--- config.mk ---
export PLATFORM = sky130hd
export DESIGN_NAME = mul_div_unit
export DESIGN_NICKNAME = d
export VERILOG_FILES = /design/src/rtl/mul_div_unit.sv
export SDC_FILE = /design/constraint.sdc
export NUM_CORES = 1
export LEC_CHECK = 0
export CAP_MARGIN = 20
export CELL_PAD_IN_SITES_DETAIL_PLACEMENT = 0
export CELL_PAD_IN_SITES_GLOBAL_PLACEMENT = 2
export CORE_MARGIN = 8
export CORE_UTILIZATION = 34
export CTS_CLUSTER_SIZE = 16
export DETAILED_ROUTE_END_ITERATION = 16
export PLACE_DENSITY = 0.85
export SETUP_SLACK_MARGIN = 0.4
export SLEW_MARGIN = 10
export SYNTH_ARGS = -nofsm -noshare
export SYNTH_HDL_FRONTEND = slang
export SYNTH_SLANG_ARGS = --single-unit
--- constraint.sdc ---
create_clock -name clk -period 7.4 [get_ports clk]
set_clock_uncertainty 0.15 [all_clocks]
set_input_delay 1.48 -clock clk [delete_from_list [all_inputs] [get_ports clk]]
set_output_delay 1.48 -clock clk [all_outputs]
set_load 0.1 [all_outputs]
--- src/rtl/mul_div_unit.sv ---
// mul_div_unit -- iterative integer multiply / divide unit with hi/lo result
// registers, in the style of a classic MIPS HI/LO multiplier-divider.
//
// One result bit is produced per clock, so every operation occupies exactly
// WIDTH RUN cycles. Signed operations run on operand magnitudes; the sign
// correction is folded into the final RUN cycle so it adds no latency.
//
// Ports:
//   clk    rising-edge clock
//   reset  asynchronous, active-high reset
//   start  request a new operation (accepted in IDLE or DONE only)
//   op     00 MULTU, 01 MULT, 10 DIVU, 11 DIV
//   a, b   multiplicand/dividend, multiplier/divisor (captured on accept)
//   wr_hi  direct write of hi from wdata (ignored while busy)
//   wr_lo  direct write of lo from wdata (ignored while busy)
//   wdata  data for wr_hi / wr_lo
//   busy   high exactly during the WIDTH RUN cycles
//   done   one-cycle pulse in the cycle after the result lands
//   hi     high product half / remainder
//   lo     low product half / quotient
module mul_div_unit #(
    parameter int WIDTH = 32
) (
    input  logic             clk,
    input  logic             reset,
    input  logic             start,
    input  logic [1:0]       op,
    input  logic [WIDTH-1:0] a,
    input  logic [WIDTH-1:0] b,
    input  logic             wr_hi,
    input  logic             wr_lo,
    input  logic [WIDTH-1:0] wdata,
    output logic             busy,
    output logic             done,
    output logic [WIDTH-1:0] hi,
    output logic [WIDTH-1:0] lo
);

    // Counter must be able to hold the value WIDTH itself.
    localparam int CNT_W = $clog2(WIDTH + 1);

    typedef enum logic [1:0] {
        IDLE = 2'd0,
        RUN  = 2'd1,
        DONE = 2'd2
    } state_t;

    // Two's-complement negate when neg is set, otherwise pass through.
    function automatic logic [WIDTH-1:0] cond_neg(input logic [WIDTH-1:0] x,
                                                  input logic neg);
        return neg ? (~x + {{(WIDTH-1){1'b0}}, 1'b1}) : x;
    endfunction

    // Double-width variant used for the full product.
    function automatic logic [2*WIDTH-1:0] cond_neg2(input logic [2*WIDTH-1:0] x,
                                                     input logic neg);
        return neg ? (~x + {{(2*WIDTH-1){1'b0}}, 1'b1}) : x;
    endfunction

    state_t             state_r;
    logic [CNT_W-1:0]   count_r;
    // work_r: multiply -> {partial product high, remaining multiplier bits}
    //         divide   -> {partial remainder, dividend bits / quotient bits}
    logic [2*WIDTH-1:0] work_r;
    // opnd_r: multiplicand magnitude (multiply) or divisor magnitude (divide)
    logic [WIDTH-1:0]   opnd_r;
    logic               is_div_r;
    logic               neg_a_r;   // dividend sign: sign of the remainder
    logic               neg_res_r; // sign(a) XOR sign(b): product / quotient sign
    logic               b_zero_r;

    logic               accept_s;
    logic               last_s;
    logic               signed_s;
    logic [WIDTH-1:0]   mag_a_s;
    logic [WIDTH-1:0]   mag_b_s;
    logic [WIDTH:0]     mul_sum_s;
    logic [2*WIDTH-1:0] mul_next_s;
    logic [WIDTH:0]     div_shift_s;
    logic               div_qbit_s;
    logic [WIDTH-1:0]   div_sub_s;
    logic [2*WIDTH-1:0] div_next_s;
    logic [2*WIDTH-1:0] work_next_s;
    logic [2*WIDTH-1:0] prod_s;
    logic [WIDTH-1:0]   res_hi_s;
    logic [WIDTH-1:0]   res_lo_s;

    // Operand capture decode: acceptance, signedness and magnitudes.
    always_comb begin
        accept_s = start && (state_r != RUN);
        last_s   = (state_r == RUN) && (count_r == CNT_W'(1));
        signed_s = op[0];
        mag_a_s  = cond_neg(a, signed_s && a[WIDTH-1]);
        mag_b_s  = cond_neg(b, signed_s && b[WIDTH-1]);
    end

    // One iteration of shift-add multiply and restoring divide.
    always_comb begin
        // Multiply: add multiplicand into the high half when the current
        // multiplier bit is set, then shift the whole register right.
        if (work_r[0]) begin
            mul_sum_s = {1'b0, work_r[2*WIDTH-1:WIDTH]} + {1'b0, opnd_r};
        end else begin
            mul_sum_s = {1'b0, work_r[2*WIDTH-1:WIDTH]};
        end
        mul_next_s = {mul_sum_s, work_r[WIDTH-1:1]};

        // Divide: shift the next dividend bit into the remainder and try a
        // subtraction. The true difference is below the divisor, so the low
        // WIDTH bits of a modular subtract are exact.
        div_shift_s = {work_r[2*WIDTH-1:WIDTH], work_r[WIDTH-1]};
        div_qbit_s  = (div_shift_s >= {1'b0, opnd_r});
        div_sub_s   = div_shift_s[WIDTH-1:0] - opnd_r;
        if (div_qbit_s) begin
            div_next_s = {div_sub_s, work_r[WIDTH-2:0], 1'b1};
        end else begin
            div_next_s = {div_shift_s[WIDTH-1:0], work_r[WIDTH-2:0], 1'b0};
        end

        if (is_div_r) begin
            work_next_s = div_next_s;
        end else begin
            work_next_s = mul_next_s;
        end
    end

    // Final-cycle sign correction and divide-by-zero override.
    always_comb begin
        prod_s = cond_neg2(work_next_s, neg_res_r);
        if (is_div_r) begin
            // Remainder magnitude equals |a| when b is zero, so negating it
            // with the dividend sign returns a unchanged.
            res_hi_s = cond_neg(work_next_s[2*WIDTH-1:WIDTH], neg_a_r);
            if (b_zero_r) begin
                res_lo_s = {WIDTH{1'b1}};
            end else begin
                res_lo_s = cond_neg(work_next_s[WIDTH-1:0], neg_res_r);
            end
        end else begin
            res_hi_s = prod_s[2*WIDTH-1:WIDTH];
            res_lo_s = prod_s[WIDTH-1:0];
        end
    end

    // Iterative datapath: operand capture on accept, one step per RUN cycle.
    always_ff @(posedge clk or posedge reset) begin
        if (reset) begin
            count_r   <= {CNT_W{1'b0}};
            work_r    <= {(2*WIDTH){1'b0}};
            opnd_r    <= {WIDTH{1'b0}};
            is_div_r  <= 1'b0;
            neg_a_r   <= 1'b0;
            neg_res_r <= 1'b0;
            b_zero_r  <= 1'b0;
        end else if (accept_s) begin
            count_r   <= CNT_W'(WIDTH);
            is_div_r  <= op[1];
            neg_a_r   <= signed_s && a[WIDTH-1];
            neg_res_r <= signed_s && (a[WIDTH-1] ^ b[WIDTH-1]);
            b_zero_r  <= (b == {WIDTH{1'b0}});
            if (op[1]) begin
                work_r <= {{WIDTH{1'b0}}, mag_a_s};
                opnd_r <= mag_b_s;
            end else begin
                work_r <= {{WIDTH{1'b0}}, mag_b_s};
                opnd_r <= mag_a_s;
            end
        end else if (state_r == RUN) begin
            count_r <= count_r - CNT_W'(1);
            work_r  <= work_next_s;
        end else begin
            count_r <= count_r;
            work_r  <= work_r;
        end
    end

    // Control FSM with registered busy/done and the architectural hi/lo.
    always_ff @(posedge clk or posedge reset) begin
        if (reset) begin
            state_r <= IDLE;
            busy    <= 1'b0;
            done    <= 1'b0;
            hi      <= {WIDTH{1'b0}};
            lo      <= {WIDTH{1'b0}};
        end else begin
            case (state_r)
                IDLE, DONE: begin
                    // Direct writes land now; a started operation overwrites
                    // them when it completes.
                    if (wr_hi) begin
                        hi <= wdata;
                    end
                    if (wr_lo) begin
                        lo <= wdata;
                    end
                    done <= 1'b0;
                    if (start) begin
                        state_r <= RUN;
                        busy    <= 1'b1;
                    end else begin
                        state_r <= IDLE;
                        busy    <= 1'b0;
                    end
                end
                RUN: begin
                    // Writes and start are ignored while running; hi/lo hold.
                    if (last_s) begin
                        state_r <= DONE;
                        busy    <= 1'b0;
                        done    <= 1'b1;
                        hi      <= res_hi_s;
                        lo      <= res_lo_s;
                    end else begin
                        state_r <= RUN;
                        busy    <= 1'b1;
                        done    <= 1'b0;
                    end
                end
                default: begin
                    state_r <= IDLE;
                    busy    <= 1'b0;
                    done    <= 1'b0;
                end
            endcase
        end
    end

endmodule

; Word-level counts from Yosys, hierarchy flattened
; Cells that the tools add are included.
[op_classes]
n_addsub = 8
magnitude_cmp = 1
eq_ne = 7
mux = 31
bitwise_logic = 6
reduce_logical = 12
[ops]
columns = cell, n
row1 = $mux W32, 13
row2 = $mux W64, 5
row3 = $add A32 B1 Y32 const B, 4
row4 = $not A32 Y32, 4
row5 = $pmux W32 S2, 2
row6 = $add A64 B1 Y64 const B, 1
row7 = $not A64 Y64, 1
row8 = $add A32 B32 Y33, 1
row9 = $ge A33 B32 Y1, 1
row10 = $mux W33, 1
row11 = $logic_not A32 Y1, 1
row12 = $sub A32 B32 Y32, 1
row13 = $mux W6, 2
row14 = $eq A6 B1 Y1 const B, 1
row15 = $ne A2 B2 Y1 const B, 3
row16 = $reduce_and A3 Y1, 2
row17 = $sub A6 B1 Y6 const B, 1
row18 = $logic_and A1 B1 Y1, 5
row19 = $mux W1, 5
row20 = $pmux W2 S2, 1
row21 = $reduce_bool A2 Y1, 2
row22 = $eq A2 B1 Y1 const B, 1
row23 = $eq A2 B2 Y1 const B, 1
row24 = $logic_not A2 Y1, 1
row25 = other kinds (5), 5
[totals]
register_bits = 174
inputBits = 103
output_inout_bits = 66

; Logic depth before layout (Yosys ltp)
; Gate-level depths: netlist of run 1.
[depth]
depth_word = 10
depth_mapped = 21
ltp_nobuf = 20

; Worst setup path before layout of run 1
; Ideal clock, no wire load.
[synth_path]
kind = register -> register
from = register is_div_r
to = register hi[10]
setup_time_ns = 0.125
arrival_time_ns = 4.686
required_ns = 7.125
path_slack_ns = 2.438
path_stages_with_launch = 21
path_buffers = 6
synth_period_minus_slack_ns = 4.962
path_cell_list = dfrtp_1 -> buf_2 -> buf_2 -> buf_2 -> buf_2 -> buf_1 -> buf_1 -> mux2_2 -> inv_1 -> ha_1 -> o21ai_0 -> nor4_1 -> nor4b_2 -> nand3_1 -> o21ai_4 -> nand3_1 -> nor3_1 -> a41oi_1 -> xor2_1 -> o21ai_1 -> mux2_2
[synth_between]
elab_chain_len = 7
elab_cells_between_ends = 10
classes_between = 2 x add/sub / 6 x mux / 2 x bitwise
[synth_rtl]
columns = element, line
row1 = from (decl), 67  ; logic is_div_r;
row2 = from (signal assigned), 157  ; is_div_r <= op[1];
row3 = $mux W64, 120  ; if (is_div_r) begin
row4 = $not A64 Y64 or $not A32 Y32 (tied branches), "57, 51"
row5 = $add A64 B1 Y64 or $add A32 B1 Y32 (tied branches), "57, 51"
row6 = $mux W64 or $mux W32 (tied branches), "57, 51"
row7 = $mux W32 *, 130  ; if (is_div_r) begin
row8 = $mux W32 *, 207  ; if (last_s) begin
row9 = $pmux W32 S2 *, 186  ; case (state_r)
row10 = to (signal assigned), 183  ; hi <= {WIDTH{1'b0}};
row11 = to (signal assigned), 191  ; hi <= wdata;
row12 = to (signal assigned), 211  ; hi <= res_hi_s;
row13 = to (decl), 35  ; output logic [WIDTH-1:0] hi,
; Mark *: on every way between the ends. The rest lies on a longest branch, timed or not. The select of a mux whose other input is x is not followed.
; A chain may end at the register's enable or synchronous reset.

; Final worst setup path of run 1
[layout_path]
from = register work_r[55]
to = register hi[10]
[layout_between]
elab_chain_len = 9
elab_cells_between_ends = 12
classes_between = 2 x add/sub / 1 x order compare / 7 x mux / 2 x bitwise
[layout_rtl]
columns = element, line
row1 = from (decl), 64  ; logic [2*WIDTH-1:0] work_r;
row2 = from (signal assigned), 149  ; work_r <= {(2*WIDTH){1'b0}};
row3 = from (signal assigned), 162  ; work_r <= {{WIDTH{1'b0}}, mag_a_s};
row4 = from (signal assigned), 165  ; work_r <= {{WIDTH{1'b0}}, mag_b_s};
row5 = $ge A33 B32 Y1 *, 112  ; div_qbit_s = (div_shift_s >= {1'b0, opnd_r});
row6 = $mux W64 *, 114  ; if (div_qbit_s) begin
row7 = $mux W64 *, 120
row8 = $not A64 Y64 or $not A32 Y32 (tied branches), "57, 51"
row9 = $add A64 B1 Y64 or $add A32 B1 Y32 (tied branches), "57, 51"
row10 = $mux W64 or $mux W32 (tied branches), "57, 51"
row11 = $mux W32 *, 130
row12 = $mux W32 *, 207
row13 = $pmux W32 S2 *, 186
; Marked as above.

==> out/metrics.yaml, run 1 <==
worstSetupStartpointType: "flop"
insertion_delay_ps: 470
coreArea_sq_um: 47350
tightestPinTransition_ps: 1062
end_kind: "flop"
finalCritPeriodShare: 0.7482
vias_per_cell: 5.879
synth_seq_cells: 172
diodes: 0
hold_violations: 0
clkSinkCount: 172
place.gp.congestion: 0.8982
synth_edf_count: 0
dr.pass1.iters: 5
synthFlopType: "dfrtp_1"
final_nets: 2356
postCtsSetupRepairBufs: 0
power_leakage_nw: 7.419
synth_cell_type_count: 111
portBuffers: 168
mappedNetlistArea_sq_um: 16160
post-route-util: 0.3992
status: "completed"
yosysTopAreaCellShare: 0.2663
drtAntennaViolNets: 0
num_rows: 80
async_flop_share: 1.000
dp.cells: 2776
layout-drive-gt1-share: 0.07019
antenna_found_initial: 4
drt_iter0_markers: 1379
cts_resized: 0
grt_pass1_vias: 16050
overflow: 0
die_w_um: 234.0
vias: 16510
dp_hpwl_um: 53050
maxCapViolations: 0
final_cells: 2809
avgSynthCellArea_sq_um: 7.712
setup_viol_count_final: 0
clock.fmax_ghz: 0.1806
final_max_slew_viol_count: 0
slew_headroom: 0.2899
grt_pass1_wl_um: 100400
irDropWorstVdd_mv: 0.1914
dieHeight_um: 234.0
synth_nets: 2271
worstPathArrival_ps: 5740
synth.largest_area_cell: "dfrtp_1"
seq_area_frac_synth: 0.2663
crit_fanout: 16
drc_errors: 0
cts_hold_buf: 0
path_clk_slew_ps: 80
wire_per_inst_um: 23.94
tns_ps: 0
grt.total_usage: 0.2425
synth_area_leaders: "dfrtp_1, a21oi_1, nand2_1"
wl_um: 67250
cts_made_buffers: 17
synth_cells: 2096
cts_max_level: 4
ys_warn_count: 0
area_delta_synth_final_pct: 16.91
rsz0062_at_grt: "no"
period_minus_slack_ps: 5537
num_io_pins: 169
power_density_nw_per_um2: 293.2
clockBufferDepth: 2
grt_max_degree: 102
worstPathRequired_ps: 7600
worstSetupPathType: "flop to flop"
ctsRootBufferMaster: "clkbuf_16"
hp-class: "flop to flop"
cts_tree: "built"
initial_utilization: 0.3414
die_area_sq_um: 54770
==> where the power goes <==
group,internal [mW],leakage [nW],total (mW),switching [mW]
clock network,0.540,0.296,0.974,0.434
logic,1.14,4.94,3.21,2.07
registers,1.10,2.19,1.35,0.256
==> state kept, by name, indices dropped and copies added, names as in the netlist <==
signal	flops
b_zero_r	1
is_div_r	1
count_r	6
work_r	64
hi	32
done	1
neg_res_r	1
opnd_r	32
neg_a_r	1
lo	32
state_r	1
==> critical path, stage by stage, from the launching register on <==
cell	delay [ps]
dfrtp_1	470
ha_1	450
and4_1	270
and2_1	200
nand2_1	140
a31o_4	340
a41oi_2	230
inv_1	150
ha_1	170
o21ai_0	200
nor4_1	440
nor4b_2	390
nand3_1	320
o21ai_4	410
nand3_1	140
nor3_1	260
a41oi_1	170
xor2_1	170
o21ai_1	70
mux2_2	280
==> metal layers <==
metal  up-vias  wire (um)  track usage
met5         -          9            0
met4         2       3289       0.1204
met3       117       4366      0.04790
met2       599      30070       0.3781
met1      7978      29520       0.3173
li1       7818          -            -
==> cell families after synthesis <==
family                     after synthesis  synth area share
AOI/OAI and AO/OA                      720            0.2914
adders and majority gates               72           0.05666
and+or+nand+nor                        716            0.2146
muxes                                   61           0.03870
DFF                                    172            0.2663
buffers and inverters                  209           0.05333
xor gates and xnor gates               146           0.07911
==> worst paths after layout <==
kind	slack [ps]	depth (start not counted)	endpoint	startpoint
min reg2reg	330	1	count_r[5]	count_r[5]
min in group asynchronous	1330	2	lo[25]	reset
max in group asynchronous	4490	3	is_div_r	reset
max	1860	19	hi[10]	work_r[55]
max reg2reg	1860	19	hi[10]	work_r[55]
min	330	1	count_r[5]	count_r[5]
==> cells in the final DEF (no fill, tap or decap), types with 54 or more instances in the layout <==
master             n
nand2_1          236
nor2_1           198
a21oi_1          196
o21ai_0          173
dfrtp_1          171
clkdlybuf4s50_1  167
xor2_1            76
inv_1             76
xnor2_1           70
ha_1              70
a211oi_1          62
nand3_1           54
==> Yosys cell counts, types with 8 or more instances <==
cell type  count
o41ai_1        8
xnor2_1       70
and3_1        23
a31oi_1       53
nor3_1        40
nor4_1        18
o31ai_1       19
or3_1         15
inv_1         78
nor2b_1       17
a21o_1        19
ha_1          70
o221ai_1       8
and2_1        14
a211o_1       11
nor2_1       199
mux2_2        12
buf_2         19
o21a_1        15
dfrtp_1      172
o21ai_1       15
o211ai_1      26
mux2i_1       49
nand4_1       19
a211oi_1      62
clkbuf_1      86
a21oi_1      197
a311oi_1       8
nand2b_1      16
o21ai_0      173
nand2_1      237
xor2_1        76
buf_1         14
o22ai_1       11
nand3_1       54
or2_2          9
==> per-stage QoR <==
| step | instance area (sq um) | hold WS [ps] | power (mW) | setup slack [ps] |
|---|---|---|---|---|
| 6_report | 18900 | 335.0 | 5.541 | 1863 |
| 5_1_grt | 18900 | 356.8 | 5.883 | 1389 |
| 4_1_cts | 18890 | 334.9 | 5.523 | 1924 |
| 3_5_place_dp | 18280 | 320.9 | 4.532 | 1944 |
| 3_3_place_gp | 18280 | 316.3 | 4.537 | 2141 |
| 2_1_floorplan | 16160 | 297.0 | 3.480 | 1110 |
==> cell type report <==
class	instances	area, sq um
Fill cell	4909	28450
Multi-Input combinational cell	1715	11030
Sequential cell	172	4308
Timing Repair Buffer	195	1879
Tap cell	615	769.5
Clock buffer	18	429.2
Inverter	80	305.3
Clock inverter	14	181.4
Power figures use the tool's default switching activity.
==> run 2: changes to the inputs <==
Settings changed: CORE_UTILIZATION 34 to 31, PLACE_DENSITY 0.85 to 0.82.
Clock period 7.4 ns to 4.7 ns, I/O delays scaled along.
==> run 2 against run 1 <==
Against the previous run: critical endpoint is now hi[22]; die area is 9.0% higher; first-iteration DRC count is 16% higher; critical path type unchanged; largest cell class unchanged; final area is 14% higher.
==> out/metrics.yaml, run 2 (synthesized netlist as in run 1, its figures left out) <==
place.gp.congestion: 0.9586  # +6.7%
final_nets: 2559  # +8.6%
crit_chain: "ha_1 > buf_4 > nand4_1 > nor4_4 > nand3_2 > a31o_4 > buf_6 > a311oi_4 > a311oi_4 > or3_4 > nor3_4 > and2_4 > a41oi_2 > xnor2_1 > o21ai_1 > mux2_4"
final-seq-area_sq_um: 4317  # +0.20%
worstPathArrival_ps: 4520  # -1220 ps
regMostFlops: "work_r"
vias_per_cell: 5.710  # -2.9%
rsz0062_at_grt: "yes"
busiest_layer: "met2"
comb_power_share: 0.662  # +0.082
path_common_cell: "a311oi_4"
grt_pass1_vias: 16850  # +5.0%
tns_ps: 0  # unchanged
worstSetupPathType: "flop to flop"
dieHeight_um: 244.3  # +4.4%
drtAntennaViolNets: 0  # unchanged
diodes: 0  # unchanged
portBuffers: 168  # unchanged
dp_hpwl_um: 56570  # +6.6%
cts_made_buffers: 17  # unchanged
layout_commonest_cell: "nand2_1"
coreArea_sq_um: 51410  # +8.6%
cpPeakStageDelay_ps: 440  # -30 ps
finalCritPeriodShare: 0.9177  # +0.1695
wire_per_inst_um: 23.50  # -1.9%
status: "completed"
die_w_um: 244.3  # +4.4%
pwr-share-seq: 0.202  # -0.042
ctsRootBufferMaster: "clkbuf_16"
use_met1: 0.3064  # -0.01090
worstSetupStartpointType: "flop"
die_area_sq_um: 59700  # +9.0%
cp_slowest_cell: "dfrtp_1"
p_total_mw: 10.35  # +87%
layout-drive-gt1-share: 0.2020  # +0.1318
dp.cells: 2973  # +7.1%
antenna_found_initial: 1  # -3
hold_violations: 0  # unchanged
cts_max_level: 4  # unchanged
maxCapViolations: 0  # unchanged
grtUsageMet2: 0.3705  # -0.007572
setup_ws_ps: 386.7  # -1476 ps
cts_tree: "built"
clkSinkCount: 172  # unchanged
tightestPinTransition_ps: 1057  # -4.367 ps
hp-class: "flop to flop"
overflow: 0  # unchanged
vias: 17560  # +6.4%
setup_viol_count_final: 0  # unchanged
clock.fmax_ghz: 0.2318  # +28%
grt.total_usage: 0.2306  # -0.01192
dr.pass1.iters: 5  # unchanged
crit_fanout: 6  # -10
final_cells: 3076  # +9.5%
slew_headroom: 0.2928  # +0.002921
power_leakage_nw: 8.536  # +15%
area_delta_synth_final_pct: 33.51
worstPathRequired_ps: 4900  # -2700 ps
initial_utilization: 0.3144  # -0.02697
num_rows: 83  # +3.8%
path_clk_slew_ps: 80  # about the same
grt_use_met3: 0.04338  # -0.004518
largest_register_ffs: 64  # unchanged
final_max_slew_viol_count: 0  # unchanged
end_kind: "flop"
grt_pass1_wl_um: 106300  # +5.9%
fin_hold_ws_ps: 337.6  # +2.617 ps
sw_frac_of_total: 0.4890  # -0.009623
power_density_nw_per_um2: 479.5  # +64%
fillers: 5268  # +7.3%
switching_power_mw: 5.060  # +83%
p_clk_frac: 0.136  # -0.040
drc_errors: 0  # unchanged
multi_input_area_sq_um: 12070  # +9.5%
num_io_pins: 169  # unchanged
final_cell_mix: "nand2_1, buf_4, nor2_1, a21oi_1, clkdlybuf4s50_1"
irDropWorstVdd_mv: 0.1942  # +1.5%
drt_iter0_markers: 1602  # +16%
place_ws_ps: -220.5  # -2165 ps
wl_um: 72280  # +7.5%
p_int_mw: 5.288  # +90%
period_minus_slack_ps: 4313  # -1224 ps
insertion_delay_ps: 470  # about the same
grt_max_degree: 101  # -0.98%
clockBufferDepth: 2  # unchanged
[run 2: changes by cell type in the layout (fill, tap and decap cells not counted), sizes merged]
cell / before / now
buf: 28 / 228
bufinv: 3 / 0
clkbuf: 18 / 21
a31oi: 57 / 58
nand3: 57 / 58
[run 2: cell type report]
class                           count  area share
Timing Repair Buffer              396      0.1619
Clock buffer                       20     0.02070
Inverter                           80     0.01409
Sequential cell                   172      0.2000
Clock inverter                     11    0.004580
Tap cell                          680     0.03942
Multi-Input combinational cell   1717      0.5593
[run 2: metrics by stage]
step	area (sq um)	utilization
final	21580	0.4198
after global routing	21580	0.4198
after CTS	20460	0.3979
after detailed placement	19390	0.3773
after global placement	19390	0.3773
after floorplan	16190	-
[run 2: worst max-delay path, delay by kind of cell, from the launching register on]
kind	cells	cell delay [ps]
fa+ha+maj	1	330
compound gates	5	950
buf+inv	2	280
xor+xnor	1	190
flops	1	440
simple gates	6	1560
mux	1	280
[run 2: power groups by stage]
stage          clock, mW  combinational (mW)  sequential [mW]
2_1_floorplan          0                3.49             2.00
3_3_place_gp           0                5.67             2.05
3_5_place_dp           0                5.67             2.06
4_1_cts             1.42                6.04             2.05
5_1_grt             1.47                7.29             2.13
6_report            1.41                6.85             2.09
[run 2: worst paths after layout]
check                                start    endpoint  slack [ps]  depth (start not counted)
worst max-delay path            work_r[52]      hi[22]         390                         16
worst min-delay path                lo[17]      lo[17]         340                          2
worst max register to register  work_r[52]      hi[22]         390                         16
worst min register to register      lo[17]      lo[17]         340                          2
max in group asynchronous            reset  work_r[18]        2820                          3
min in group asynchronous            reset      lo[23]         820                          2
[run 2: per-layer routing]
layer  vias to the layer above  part of all wire
met1                      8540              0.43
met4                         0             0.036
met2                       663              0.46
met3                       110             0.073
met5                         -                 0
li1                       8250                 -
[run 2: what timing repair did]
action | CTS | global route
endpoints found under the setup margin | 33 | 42
pin swaps | 34 | 75
buffers inserted | 20 | 50
cloned | 1 | 1
gates resized for setup | 71 | 137
hold buffers | 0 | 0
